## config.mk

```make
export PLATFORM = sky130hd
export DESIGN_NAME = hsstl_phy_mac_rdata_proc_xn
export DESIGN_NICKNAME = d
export VERILOG_FILES = /design/src/rtl/hsstl_phy_mac_rdata_proc_xn.sv
export SDC_FILE = /design/constraint.sdc
export NUM_CORES = 1
export LEC_CHECK = 0
export BUFFER_PORTS_ARGS = -buffer_cell sky130_fd_sc_hd__buf_2
export CAP_MARGIN = 15
export CORE_MARGIN = 10
export CORE_UTILIZATION = 55
export DETAILED_ROUTE_END_ITERATION = 8
export PLACE_DENSITY_LB_ADDON = 0.2
export SLEW_MARGIN = 10
export SYNTH_ARGS = -nofsm -noshare
export SYNTH_HDL_FRONTEND = slang
export SYNTH_SLANG_ARGS = --single-unit
```

## constraint.sdc

```tcl
create_clock -name pclk -period 6.9 [get_ports pclk]
set_clock_uncertainty 0.1 [all_clocks]
set_input_delay 1.38 -clock pclk [delete_from_list [all_inputs] [get_ports pclk]]
set_output_delay 1.38 -clock pclk [all_outputs]
set_load 0.01 [all_outputs]
```

## src/rtl/hsstl_phy_mac_rdata_proc_xn.sv

```systemverilog
// HSST RX word to PIPE receive-side converter: per-lane error marking, SKP fix-up,
// lock tracking, error counting and CTC error flagging, all with one pclk of latency.
module hsstl_phy_mac_rdata_proc_xn #(
  parameter int LANES                = 4,
  parameter bit EN_CONTI_SKP_REPLACE = 1'b0,
  parameter int LOCK_CYCLES          = 8,
  parameter int UNLOCK_ERRS          = 4,
  parameter int ERR_CNT_W            = 16
) (
  input  logic                       pclk,
  input  logic                       rst_n,
  input  logic [47*LANES-1:0]        P_RDATA,
  input  logic                       rx_det_done,
  input  logic [LANES-1:0]           lx_rxdct_out_d,
  input  logic [LANES-1:0]           rx_elec_idle,
  input  logic                       cnt_clr,
  output logic [32*LANES-1:0]        phy_mac_rxdata,
  output logic [4*LANES-1:0]         phy_mac_rxdatak,
  output logic [3*LANES-1:0]         phy_mac_rxstatus,
  output logic [LANES-1:0]           phy_mac_rxvalid,
  output logic [ERR_CNT_W*LANES-1:0] err_cnt,
  output logic [LANES-1:0]           ctc_err_sticky
);

  localparam logic [7:0] LOCK_N   = 8'(LOCK_CYCLES);
  localparam logic [7:0] UNLOCK_N = 8'(UNLOCK_ERRS);
  localparam logic [7:0] K28_5    = 8'hBC;
  localparam logic [7:0] K28_0    = 8'h1C;
  localparam logic [7:0] K30_7    = 8'hFE;

  typedef enum logic [1:0] {UNLOCKED, ALIGN, LOCKED} state_t;

  for (genvar n = 0; n < LANES; n++) begin : g_lane
    logic [46:0]          word;
    logic [3:0][7:0]      bytes;
    logic [3:0]           kflag;
    logic [3:0]           dec_err;
    logic [3:0]           disp_err;
    logic [2:0]           code;
    logic                 err_cycle;
    logic                 has_com;
    logic                 skp_hit;
    logic [3:0][7:0]      data_nxt;
    logic [3:0]           datak_nxt;
    logic [2:0]           status_nxt;

    logic [3:0][7:0]      data_q;
    logic [3:0]           datak_q;
    logic [2:0]           status_q;
    logic                 valid_q;
    logic [ERR_CNT_W-1:0] err_q;
    logic                 sticky_q;
    state_t               state;
    logic [7:0]           good_cnt;
    logic [7:0]           bad_cnt;

    assign word = P_RDATA[47*n +: 47];
    assign code = word[46:44];

    always_comb begin
      bytes    = '0;
      kflag    = '0;
      dec_err  = '0;
      disp_err = '0;
      has_com  = 1'b0;
      for (int i = 0; i < 4; i++) begin
        bytes[i]    = word[11*i +: 8];
        disp_err[i] = word[11*i + 8];
        dec_err[i]  = word[11*i + 9];
        kflag[i]    = word[11*i + 10];
        if (bytes[i] == K28_5 && kflag[i])
          has_com = 1'b1;
      end
    end

    assign err_cycle = (|dec_err) | (|disp_err);

    // A clean COM/SKP/SKP/COM word is reordered so downstream sees SKP,COM in the upper half
    assign skp_hit = EN_CONTI_SKP_REPLACE && (code == 3'b011) && !err_cycle &&
                     (bytes == {K28_5, K28_0, K28_0, K28_5}) && (kflag == 4'hF);

    always_comb begin
      data_nxt  = bytes;
      datak_nxt = kflag;
      for (int i = 0; i < 4; i++) begin
        if (code[2:1] == 2'b11 || dec_err[i]) begin
          data_nxt[i]  = K30_7;
          datak_nxt[i] = 1'b1;
        end
      end
      if (skp_hit) begin
        data_nxt[3] = K28_0;
        data_nxt[2] = K28_5;
      end
    end

    always_comb begin
      if (rx_det_done)
        status_nxt = {1'b0, lx_rxdct_out_d[n], lx_rxdct_out_d[n]};
      else if (|dec_err)
        status_nxt = 3'b100;
      else if (code[2:1] == 2'b10)
        status_nxt = 3'b101;
      else if (code[2:1] == 2'b11)
        status_nxt = 3'b110;
      else if (|disp_err)
        status_nxt = 3'b111;
      else
        status_nxt = code;
    end

    always_ff @(posedge pclk or negedge rst_n) begin
      if (!rst_n) begin
        data_q   <= '0;
        datak_q  <= '0;
        status_q <= '0;
      end else begin
        data_q   <= data_nxt;
        datak_q  <= datak_nxt;
        status_q <= status_nxt;
      end
    end

    // valid_q is written alongside every state change so it tracks LOCKED with no extra lag
    always_ff @(posedge pclk or negedge rst_n) begin
      if (!rst_n) begin
        state    <= UNLOCKED;
        good_cnt <= '0;
        bad_cnt  <= '0;
        valid_q  <= 1'b0;
      end else if (rx_elec_idle[n]) begin
        state    <= UNLOCKED;
        good_cnt <= '0;
        bad_cnt  <= '0;
        valid_q  <= 1'b0;
      end else begin
        case (state)
          UNLOCKED: begin
            if (!err_cycle && has_com) begin
              state    <= ALIGN;
              good_cnt <= 8'd1;
            end
          end
          ALIGN: begin
            if (err_cycle) begin
              state    <= UNLOCKED;
              good_cnt <= '0;
            end else if (good_cnt + 8'd1 == LOCK_N) begin
              state    <= LOCKED;
              good_cnt <= '0;
              bad_cnt  <= '0;
              valid_q  <= 1'b1;
            end else begin
              good_cnt <= good_cnt + 8'd1;
            end
          end
          LOCKED: begin
            if (!err_cycle) begin
              bad_cnt <= '0;
            end else if (bad_cnt + 8'd1 == UNLOCK_N) begin
              state   <= UNLOCKED;
              bad_cnt <= '0;
              valid_q <= 1'b0;
            end else begin
              bad_cnt <= bad_cnt + 8'd1;
            end
          end
          default: begin
            state    <= UNLOCKED;
            good_cnt <= '0;
            bad_cnt  <= '0;
            valid_q  <= 1'b0;
          end
        endcase
      end
    end

    always_ff @(posedge pclk or negedge rst_n) begin
      if (!rst_n) begin
        err_q    <= '0;
        sticky_q <= 1'b0;
      end else if (cnt_clr) begin
        err_q    <= '0;
        sticky_q <= 1'b0;
      end else begin
        if (err_cycle && err_q != {ERR_CNT_W{1'b1}})
          err_q <= err_q + 1'b1;
        if (code[2])
          sticky_q <= 1'b1;
      end
    end

    assign phy_mac_rxdata[32*n +: 32]              = data_q;
    assign phy_mac_rxdatak[4*n +: 4]               = datak_q;
    assign phy_mac_rxstatus[3*n +: 3]              = status_q;
    assign phy_mac_rxvalid[n]                      = valid_q;
    assign err_cnt[ERR_CNT_W*n +: ERR_CNT_W]       = err_q;
    assign ctc_err_sticky[n]                       = sticky_q;
  end

endmodule

```

==> impl_metrics.py <==
metrics = {
    "outcome": {
        "outcome": "complete, no violations",
    },
    "global_routing": {
        "grt_usage_pct": 25.32,
        "antenna_found_initial": 4,
        "grt_pass1_vias": 11357,
        "grt_overflow": 0,
        "grt_pass1_wl_mm": 63.49,
        "grt_start_max_net_pins": 147,
    },
    "worst_setup_path": {
        "arrival_ns": 3.45,
        "worstReg2RegStart": "g_lane[2].good_cnt[0]",
        "critical_path_class": "in2reg",
        "crit_path_start": "P_RDATA[103]",
        "startpoint_type": "primary input",
        "path_max_fanout": 8,
        "crit_path_end_kind": "flip-flop",
        "required_ns": 7.17,
    },
    "clocking": {
        "path_clk_slew_ns": 0.06,
        "cts_setup_buffers": 0,
        "ctsResizeCount": 0,
        "cts_made_buffers": 34,
        "clockBufferDepth": 3,
        "cts_tree": "yes",
        "cts-root-buf": "clkbuf_16",
        "cts_max_level": 2,
        "postCtsHoldBufs": 0,
        "cts.sinks": 300,
        "clock_latency_ns": 0.50,
    },
    "layout": {
        "layout.nets": 1947,
        "final_area_um2": 17050,
        "seqCellArea_um2": 7507,
        "drive_gt1_share_pct": 29.00,
        "final_cells": 2079,
        "synthToLayoutAreaGrowth_pct": 26.06,
        "filler_cell_count": 1873,
        "multiInputGateArea_um2": 5756,
    },
    "route": {
        "ant_nets": 0,
        "drtIter0Drc": 913,
        "drcViolationCount": 0,
        "wirelength_mm": 41.75,
        "first_pass_iters": 5,
        "routed_via_density": 5.565,
        "num_vias": 11569,
        "wl_per_cell_um": 20.08,
    },
    "die": {
        "die-height_um": 176.8,
        "coreArea_um2": 24250,
        "ioPinCount": 428,
        "die-width_um": 176.8,
        "initial_core_util_pct": 55.78,
        "die-area_um2": 31270,
        "num_rows": 57,
    },
    "power_and_ir_drop": {
        "ir_drop_mv": 0.2012,
        "p_per_area_nw_per_um2": 230.6,
        "leakagePower_nw": 7.829,
    },
    "synthesis": {
        "async_flop_share_pct": 100.0,
        "synth_ff_type": "dfrtp_1",
        "seq_area_frac_synth_pct": 55.50,
        "yosys_warnings": 0,
        "synth_edf_count": 0,
        "synth_cell_types": 72,
        "syn_inst": 1300,
        "ys_ff_latch": 300,
        "syn_area_um2": 13530,
        "synth_nets": 1517,
        "synth.avg_cell_area_um2": 10.41,
    },
    "placed_design": {
        "gp_congestion": 0.9054,
        "dp_cells": 2018,
        "dp_hpwl_mm": 31.73,
        "dpl_cell_area_um2": 15930,
        "portBuffers": 427,
    },
    "timing": {
        "maxSlewViolCount": 0,
        "relSlewSlack_pct": 29.58,
        "fmax_mhz": 314.2,
        "fin_setup_tns_ns": 0,
        "hold_viol": 0,
        "tightest_slew_ns": 1.030,
        "setup_viol": 0,
        "rsz0062_at_grt": "no",
        "fin_crit_sh_pct": 46.12,
        "fin_crit_ns": 3.183,
    },
    "min_path": {
        "min_from": "g_lane[2].sticky_q",
        "min_path_type": "reg2reg",
    },
    "job": {
        "cap_violations": 0,
    },
}
[flip-flops by register name, indices dropped and copies added (netlist names)]
signal / cells
phy_mac_rxdata: 128
g_lane.err_q: 64
g_lane.bad_cnt: 32
g_lane.good_cnt: 32
g_lane.datak_q: 16
g_lane.status_q: 12
g_lane.state: 8
g_lane.sticky_q: 4
g_lane.valid_q: 4
[stage by stage]
step | utilization [%] | hold WS [ns] | power [mW] | setup WS [ns]
after global routing | 70.32 | 0.4405 | 4.074 | 3.621
after floorplan | - | 0.3612 | 1.985 | 3.661
after detailed placement | 65.69 | 0.3745 | 2.185 | 3.249
after global placement | 65.69 | 0.3662 | 2.177 | 3.291
final | 70.32 | 0.3935 | 3.932 | 3.717
after CTS | 70.27 | 0.3924 | 3.962 | 3.755
[worst max-delay path, cell delays in order]
cell and delay, ns:
buf_2 0.12, nor4_1 0.65, and2_1 0.47, nand2_1 0.10
nor4_1 0.33, nand2b_1 0.28, a31oi_1 0.11
[layout make-up]
class | count | share of cell area, %
diodes | 3 | 0.04403
clock buffers | 50 | 6.112
clock inverters | 8 | 0.4036
inverters | 22 | 0.4843
multi-input cells | 942 | 33.75
flip-flops and latches | 300 | 44.03
well taps | 324 | 2.377
repair buffers | 430 | 12.80
[metal layers]
| layer | vias to the layer above | share of wire [%] | global-route usage [%] | wire (um) |
|---|---|---|---|---|
| met3 | 66 | 6.8 | 5.654 | 2827 |
| li1 | 5411 | - | - | - |
| met5 | - | 0 | 0 | 0 |
| met2 | 403 | 51 | 43.34 | 21140 |
| met4 | 0 | 2.6 | 7.180 | 1079 |
| met1 | 5689 | 40 | 31.58 | 16700 |
[cells in the mapped netlist (10+ instances only)]
master	number	area, um2
dfrtp_1	300	7507
nor2_1	141	529.3
nand2b_1	140	875.8
nand2_1	112	420.4
o21ai_0	57	285.3
nand3_1	48	240.2
xor2_1	44	385.4
a21oi_1	42	210.2
xnor2_1	32	280.3
nor4_1	30	187.7
and3_1	28	175.2
and2_1	26	162.7
nand4_1	24	150.1
inv_1	22	82.58
clkbuf_1	20	75.07
nor3_1	18	90.09
ha_1	17	212.7
a31oi_1	16	100.1
or4bb_1	14	157.7
o31ai_1	13	97.59
and4_1	12	105.1
or4_1	11	82.58
buf_4	10	75.07
[logic make-up after synthesis]
| kind of cell | synth area share, % |
|---|---|
| buffers and inverters | 1.989 |
| xor gates and xnor gates | 4.921 |
| DFF | 55.50 |
| AOI/OAI and AO/OA | 9.546 |
| adders and majority gates | 1.572 |
| muxes | 0.8325 |
| and+or+nand+nor | 25.64 |
[cell usage in the layout (no fill, tap or decap), types with 24 or more instances in the layout]
cell,Yosys,layout
clkbuf_16,0,35
nand2b_1,140,140
dfrtp_1,300,300
xor2_1,44,44
xnor2_1,32,32
and3_1,28,28
nand3_1,48,48
and2_1,26,26
nand2_1,112,112
nor2_1,141,141
buf_2,3,426
nand4_1,24,24
a21oi_1,42,42
nor4_1,30,30
o21ai_0,57,57
[final timing paths]
| check | to | slack, ns | cells past startpoint |
|---|---|---|---|
| worst min register to register | g_lane[2].sticky_q | 0.39 | 2 |
| max in group asynchronous | phy_mac_rxdata[87] | 4.53 | 2 |
| worst max-delay path | g_lane[2].bad_cnt[3] | 3.72 | 7 |
| worst max register to register | g_lane[2].good_cnt[3] | 4.25 | 7 |
| worst min-delay path | g_lane[2].sticky_q | 0.39 | 2 |
| min in group asynchronous | g_lane[2].err_q[3] | 0.75 | 1 |
[where the power goes]
part | internal, mW | total [mW] | leakage, nW | switching, mW
clock | 1.08 | 1.78 | 0.557 | 0.698
combinational | 0.123 | 0.319 | 3.65 | 0.196
sequential | 1.81 | 1.83 | 3.62 | 0.0210
(Power assumes the default switching activity.)
